$ cat src/rtl/b03_requester.sv
// b03_requester: four independent resource-requesting channels.
//
// Each channel accepts a job (length sampled from the shared job_len), raises
// its request line until the arbiter grants it, holds the resource for the
// captured number of cycles, then drops the request and waits for the
// grant to be withdrawn before reporting completion.
//
// Optional feature: define B03_REQ_TIMEOUT_EN to abandon requests that wait
// TIMEOUT_CYCLES cycles without a grant.
//
// Ports:
//   clock                 single clock, rising edge
//   reset                 synchronous active-high reset
//   job_valid[3:0]        per-channel job offer (bit i -> channel i+1)
//   job_len[3:0]          hold length in cycles (0 treated as 1)
//   grant[3:0]            one-hot grant from the arbiter
//   request1..request4    per-channel request lines
//   job_ready[3:0]        channel is idle
//   done[3:0]             one-cycle pulse on job completion
//   timeout[3:0]          one-cycle pulse on an abandoned request
//   proto_err             one-cycle pulse on a grant protocol violation
module b03_requester #(
    parameter int unsigned TIMEOUT_CYCLES = 16
) (
    input  logic       clock,
    input  logic       reset,
    input  logic [3:0] job_valid,
    input  logic [3:0] job_len,
    input  logic [3:0] grant,
    output logic       request1,
    output logic       request2,
    output logic       request3,
    output logic       request4,
    output logic [3:0] job_ready,
    output logic [3:0] done,
    output logic [3:0] timeout,
    output logic       proto_err
);

    localparam int unsigned NUM_CH = 4;
    localparam int unsigned LEN_W  = 4;

    // Elaboration-time range check on the timeout parameter
    if (TIMEOUT_CYCLES < 1 || TIMEOUT_CYCLES > 255) begin : g_bad_timeout
        $error("b03_requester: TIMEOUT_CYCLES must be in 1..255");
    end

    typedef enum logic [1:0] {
        ST_IDLE = 2'd0,
        ST_WAIT = 2'd1,
        ST_HOLD = 2'd2,
        ST_REL  = 2'd3
    } state_t;

    state_t            state_q [NUM_CH];
    state_t            state_d [NUM_CH];
    logic [LEN_W-1:0]  len_q   [NUM_CH];
    logic [LEN_W-1:0]  len_d   [NUM_CH];
    logic [LEN_W-1:0]  hold_q  [NUM_CH];
    logic [LEN_W-1:0]  hold_d  [NUM_CH];

    logic [NUM_CH-1:0] request_q;
    logic [NUM_CH-1:0] request_d;
    logic [NUM_CH-1:0] ready_q;
    logic [NUM_CH-1:0] ready_d;
    logic [NUM_CH-1:0] done_q;
    logic [NUM_CH-1:0] done_d;
    logic              proto_q;
    logic              proto_d;

`ifdef B03_REQ_TIMEOUT_EN
    localparam int unsigned WAIT_W = 8;

    logic [WAIT_W-1:0] wait_q  [NUM_CH];
    logic [WAIT_W-1:0] wait_d  [NUM_CH];
    logic [NUM_CH-1:0] timeout_q;
    logic [NUM_CH-1:0] timeout_d;
`endif

    // State and registered outputs
    always_ff @(posedge clock) begin
        if (reset) begin
            for (int i = 0; i < NUM_CH; i++) begin
                state_q[i] <= ST_IDLE;
                len_q[i]   <= '0;
                hold_q[i]  <= '0;
`ifdef B03_REQ_TIMEOUT_EN
                wait_q[i]  <= '0;
`endif
            end
            request_q <= '0;
            ready_q   <= '1;
            done_q    <= '0;
            proto_q   <= 1'b0;
`ifdef B03_REQ_TIMEOUT_EN
            timeout_q <= '0;
`endif
        end else begin
            for (int i = 0; i < NUM_CH; i++) begin
                state_q[i] <= state_d[i];
                len_q[i]   <= len_d[i];
                hold_q[i]  <= hold_d[i];
`ifdef B03_REQ_TIMEOUT_EN
                wait_q[i]  <= wait_d[i];
`endif
            end
            request_q <= request_d;
            ready_q   <= ready_d;
            done_q    <= done_d;
            proto_q   <= proto_d;
`ifdef B03_REQ_TIMEOUT_EN
            timeout_q <= timeout_d;
`endif
        end
    end

    // Per-channel next state and next outputs
    always_comb begin
        // More than one grant bit set is always a violation
        proto_d = ((grant & (grant - 4'd1)) != 4'd0);
        for (int i = 0; i < NUM_CH; i++) begin
            state_d[i]   = state_q[i];
            len_d[i]     = len_q[i];
            hold_d[i]    = hold_q[i];
            done_d[i]    = 1'b0;
`ifdef B03_REQ_TIMEOUT_EN
            wait_d[i]    = wait_q[i];
            timeout_d[i] = 1'b0;
`endif
            case (state_q[i])
                ST_IDLE: begin
                    if (grant[i]) begin
                        proto_d = 1'b1;
                    end
                    if (job_valid[i]) begin
                        state_d[i] = ST_WAIT;
                        len_d[i]   = (job_len == 4'd0) ? LEN_W'(1) : job_len;
`ifdef B03_REQ_TIMEOUT_EN
                        wait_d[i]  = '0;
`endif
                    end
                end
                ST_WAIT: begin
                    // A grant wins over an expiring wait counter
                    if (grant[i]) begin
                        state_d[i] = ST_HOLD;
                        hold_d[i]  = len_q[i];
                    end
`ifdef B03_REQ_TIMEOUT_EN
                    // Counter would reach TIMEOUT_CYCLES on this cycle
                    else if (wait_q[i] == WAIT_W'(TIMEOUT_CYCLES - 1)) begin
                        state_d[i]   = ST_IDLE;
                        timeout_d[i] = 1'b1;
                    end else begin
                        wait_d[i] = wait_q[i] + WAIT_W'(1);
                    end
`endif
                end
                ST_HOLD: begin
                    if (!grant[i]) begin
                        // Grant withdrawn early: abandon without done
                        proto_d    = 1'b1;
                        state_d[i] = ST_IDLE;
                    end else if (hold_q[i] == LEN_W'(1)) begin
                        state_d[i] = ST_REL;
                    end else begin
                        hold_d[i] = hold_q[i] - LEN_W'(1);
                    end
                end
                ST_REL: begin
                    if (!grant[i]) begin
                        done_d[i]  = 1'b1;
                        state_d[i] = ST_IDLE;
                    end
                end
                default: begin
                    state_d[i] = ST_IDLE;
                end
            endcase
            request_d[i] = (state_d[i] == ST_WAIT) || (state_d[i] == ST_HOLD);
            ready_d[i]   = (state_d[i] == ST_IDLE);
        end
    end

    assign request1  = request_q[0];
    assign request2  = request_q[1];
    assign request3  = request_q[2];
    assign request4  = request_q[3];
    assign job_ready = ready_q;
    assign done      = done_q;
    assign proto_err = proto_q;

`ifdef B03_REQ_TIMEOUT_EN
    assign timeout = timeout_q;
`else
    assign timeout = '0;
`endif

endmodule

$ cat config.mk
export PLATFORM = sky130hd
export DESIGN_NAME = b03_requester
export DESIGN_NICKNAME = d
export VERILOG_FILES = /design/src/rtl/b03_requester.sv
export SDC_FILE = /design/constraint.sdc
export NUM_CORES = 1
export LEC_CHECK = 0
export CAP_MARGIN = 30
export CORE_UTILIZATION = 25
export CTS_CLUSTER_DIAMETER = 150
export CTS_CLUSTER_SIZE = 24
export DETAILED_ROUTE_END_ITERATION = 6
export HOLD_SLACK_MARGIN = 0.03
export PLACE_DENSITY = 0.39
export SLEW_MARGIN = 20
export SYNTH_ARGS = -nofsm -noshare
export SYNTH_HDL_FRONTEND = slang
export SYNTH_SLANG_ARGS = --single-unit
$ cat constraint.sdc
create_clock -name clock -period 2 [get_ports clock]
set_input_delay 0.3 -clock clock [delete_from_list [all_inputs] [get_ports clock]]
set_output_delay 0.3 -clock clock [all_outputs]
set_load 0.005 [all_outputs]
* Word-level counts from Yosys, hierarchy flattened *
Memory sizes are Yosys's and may differ from the RTL's.
Index checks and enable logic that the tools add are counted.

storage, ports and cells
  output and inout bits = 17
  memory bits (writable) = 40
  memories = 3
  bits in registers = 13

cells by class
  bitwise operators = 17
  add/sub/neg operators = 5
  eq/ne operators = 24
  reductions and logical operators = 18
  multiplexer cells = 80

memories
  memory   words  bits a word  read ports  clocked after Yosys merged registers in  wr ports  RTL line  RTL
  hold_q   4      4            4           0                                        4         59        logic [LEN_W-1:0] hold_q [NUM_CH];
  len_q    4      4            4           0                                        4         57        logic [LEN_W-1:0] len_q [NUM_CH];
  state_q  4      2            4           0                                        4         55        state_t state_q [NUM_CH];

operator list
  kind                                                                 count
  4-bit two-way mux                                                    29
  2-bit two-way mux                                                    24
  2-bit case mux with 4 select lines                                   4
  4-bit case mux with 2 select lines                                   4
  2-bit == test (second input constant)                                12
  4-bit by 1-bit subtractor with 4-bit output (second input constant)  5
  2-bit by 1-bit == test with 1-bit output (second input constant)     8
  4-bit by 1-bit == test with 1-bit output (second input constant)     4
  2-bit logical NOT                                                    8
  1-bit two-way mux                                                    15
  1-bit bitwise OR                                                     12
  1-bit case mux with 2 select lines                                   4
  2-bit OR reduction                                                   4
  4-bit AND                                                            1
  4-bit logical NOT                                                    1
  1-bit logical OR                                                     4
  1-bit inverter                                                       4
  4-bit nonzero test                                                   1

* Longest topological paths before layout *
  word-level depth = 11
  depth in mapped cells = 8

* Worst setup path after synthesis *
OpenSTA, ideal clock, no wires.

  path kind = reg-to-reg
  start = memory hold_q[3][0]
  end = register ready_q[3] (netlist: job_ready[3])
  period minus slack after synthesis = 1681 ps
  library setup time = 123 ps
  required time = 1877 ps
  cell stages (with the launch flop) = 7
  arrival time = 1557 ps
  buffers on the path = 0
  slack = 319 ps
  cell sequence = dfxtp_1 -> ha_1 -> nor3b_1 -> mux2_2 -> o211ai_1 -> ha_1 -> or2_2

RTL lines
  element                 RTL line  RTL
  start: declaration      59
  end signal: assignment  108       ready_q <= ready_d;
  end: declaration        64        logic [NUM_CH-1:0] ready_q;

==> results.ini <==
[place]
place_hpwl_mm = 4.62
port_buffers = 26
pre_cts_ws_ns = 0.118
placed_cells = 472
gp_congestion = 0.708

[sta]
finalClockSkew_ns = 0.00626
finalCriticalPeriod_ns = 1.78
tns_ns = 0
rsz0062_at_grt = false
fin_crit_sh = 0.889
final.setup.worst_slack_ns = 0.222
hold_violations = 0
max_freq_mhz = 562
slew_viol_final = 0
finalSetupViolCount = 0

[min_path]
hold_depth = 2
hold_path.startpoint = reset
hp-class = in -> reg
hold_end = hold_q[2][1]

[clock_tree]
cts_buffers = 5
post_cts_buffers = 0
cts_tree = yes
insertion_delay_ns = 0.31
htree_levels = 2
clock_sinks = 53
clkSlewWorstSetupHoldPaths_ns = 0.10
cts_buffer_depth = 2
cts_root_buf = clkbuf_8

[synthesis]
synth-simple-area-share = 0.224
ys_seq_area_frac = 0.392
synth-seq-cells = 53
synth_compound_area_frac = 0.169
synth-adder-area-share = 0.0555
synthFlopType = dfxtp_1
async_flop_share = 0
ys_types = 48
synth_top_family_by_area = simple AND/OR/NAND/NOR gates
synth_warnings = 0
syn_inst = 307
syn_area_sq_um = 2710
synth.avg_cell_area_sq_um = 8.82
synthMuxAreaShare = 0.0633
synth_edf_count = 0
synthXorXnorAreaFrac = 0.0129

[run_status]
status = complete, no violations

[pwr]
leakage_nw = 1.26
powerDensity_nw_per_um2 = 727
ir_drop_mv = 0.263

[job]
cap_violations = 0

[route]
met3_length_um = 178
drt_iter0_markers = 71
wl_met2_mm = 2.86
route.detailed.drc = 0
routedWlPerCell_um = 13.1
top_layer = met4
drt_wl_total_mm = 6.27
drtPass1Iterations = 4
via_count = 2138
ant_nets = 0
routed_via_density = 4.45
met1_length_mm = 3.19

[floorplan]
die_height_um = 106
rows = 37
die_area_sq_um = 11300
core_area_sq_um = 10400
dieWidth_um = 106
initial_core_util = 0.260
ioPinCount = 31

[cells_and_area]
drive_gt1_frac = 0.151
instances_no_fill = 480
nets = 369
synthToLayoutAreaGrowth_pct = 21.8
n_antenna_cell = 0
fin_util = 0.317
fill_cells = 1141

[critical_path]
r2r-end = job_ready[1]
crit_type = reg -> reg
rrSetupSlack_ns = 0.22
worstRegToRegCells = 7
critPathMaxFanout = 3
cp-end-kind = register
r2r-start = hold_q[1][1]
cp.required_ns = 2.20
start_kind = register
worstPathArrival_ns = 1.98

[global_route]
grtUsageTotal = 0.120
antenna_found_initial = 0
grt_start_max_net_pins = 21
grt_first_pass_wirelength_mm = 10.6
grt_pass1_vias = 2069
grt_overflow = 0

==> routing by layer <==
| metal | vias to the layer above | global-route usage |
|---|---|---|
| li1 | 1116 | - |
| met1 | 994 | 0.165 |
| met2 | 26 | 0.191 |
| met3 | 2 | 0.0245 |
| met4 | 0 | 0.0298 |
| met5 | - | 0 |
==> repair_timing <==
item                       CTS  global route
gates resized for setup      0             1
setup endpoints to repair    0             1
hold buffers                 0             0
==> power breakdown <==
| part | internal, mW | switching [mW] | total, mW |
|---|---|---|---|
| sequential | 1.13 | 0.0617 | 1.19 |
| combinational | 0.229 | 0.204 | 0.434 |
| clock | 0.408 | 0.368 | 0.775 |
| total | 1.76 | 0.633 | 2.40 |
==> cell usage after synthesis (5+ instances only) <==
| cell type | instances | area, sq um |
|---|---|---|
| dfxtp_1 | 53 | 1060 |
| nor2_1 | 41 | 154 |
| a21oi_1 | 18 | 90.1 |
| inv_1 | 18 | 67.6 |
| mux2i_1 | 16 | 160 |
| o21ai_0 | 15 | 75.1 |
| nand2_1 | 14 | 52.6 |
| ha_1 | 12 | 150 |
| nor3b_1 | 10 | 75.1 |
| clkbuf_1 | 9 | 33.8 |
| nor3_1 | 9 | 45.0 |
| buf_4 | 7 | 52.6 |
| a211oi_1 | 6 | 45.0 |
| nand3b_1 | 6 | 45.0 |
| nor2b_1 | 6 | 37.5 |
| nand3_1 | 5 | 25.0 |
| or2_2 | 5 | 31.3 |
==> registers in the layout (all words and copies together) (netlist names) <==
register	count
done	4
hold_q	16
job_ready	4
len_q	16
proto_err	1
request_q	4
state_q	8
==> logic make-up (layout without fill, tap and decap cells) <==
group | count (synthesis) | after routing
compound gates | 66 | 66
xor+xnor | 4 | 4
flops | 53 | 53
buf+inv | 43 | 77
mux | 17 | 17
other cells | 1 | 4
simple gates | 111 | 111
fa+ha+maj | 12 | 12
==> worst max-delay path by stage <==
stage | startpoint | endpoint | cells past startpoint
global route | hold_q[1][1] | job_ready[1] | 7
floorplan | hold_q[3][0] | job_ready[3] | 6
global placement | hold_q[1][1] | job_ready[1] | 7
detailed placement | grant[1] | hold_q[1][3] | 5
CTS | hold_q[2][0] | job_ready[2] | 7
finish | hold_q[1][1] | job_ready[1] | 7
==> area by class of cell <==
type | count | area (sq um) | area share
flip-flops and latches | 53 | 1060 | 0.322
repair buffers | 50 | 435 | 0.132
clock inverters | 2 | 37.5 | 0.0114
multi-input cells | 214 | 1440 | 0.437
inverters | 19 | 71.3 | 0.0216
well taps | 136 | 170 | 0.0516
clock buffers | 6 | 82.6 | 0.0250
==> cells in the final DEF, fill, tap and decap left out, types with 3 or more instances in the layout <==
cell type	Yosys	layout
nor3b_2	4	5
a211oi_1	6	6
mux2i_1	16	16
ha_1	12	12
nand3_1	5	5
a22oi_1	3	3
nand2_1	14	14
o21ai_0	15	15
o31a_1	3	3
xnor2_1	4	4
dfxtp_1	53	53
nor2_1	41	41
nor3_1	9	9
nand3b_1	6	6
a21oi_1	18	18
buf_4	7	24
or2_2	5	5
clkbuf_8	0	6
conb_1	1	4
clkdlybuf4s50_1	0	25
nor3b_1	10	9
inv_1	18	18
nor2b_1	6	6
==> critical path: stages, from the launching register on <==
cell	delay (ns)
dfxtp_1	0.34
inv_1	0.08
ha_1	0.13
nor3b_1	0.41
o211ai_1	0.13
o21a_1	0.14
ha_1	0.18
or2_2	0.26
==> per-stage QoR <==
stage / total power [mW] / hold slack, ns / instance area, sq um
2_1_floorplan: 1.49 / 0.439 / 2720
3_3_place_gp: 1.65 / 0.474 / 3170
3_5_place_dp: 1.65 / 0.475 / 3170
4_1_cts: 2.43 / 0.420 / 3290
5_1_grt: 2.55 / 0.437 / 3300
6_report: 2.40 / 0.414 / 3300
No activity file was read; power rests on OpenSTA's default activity.
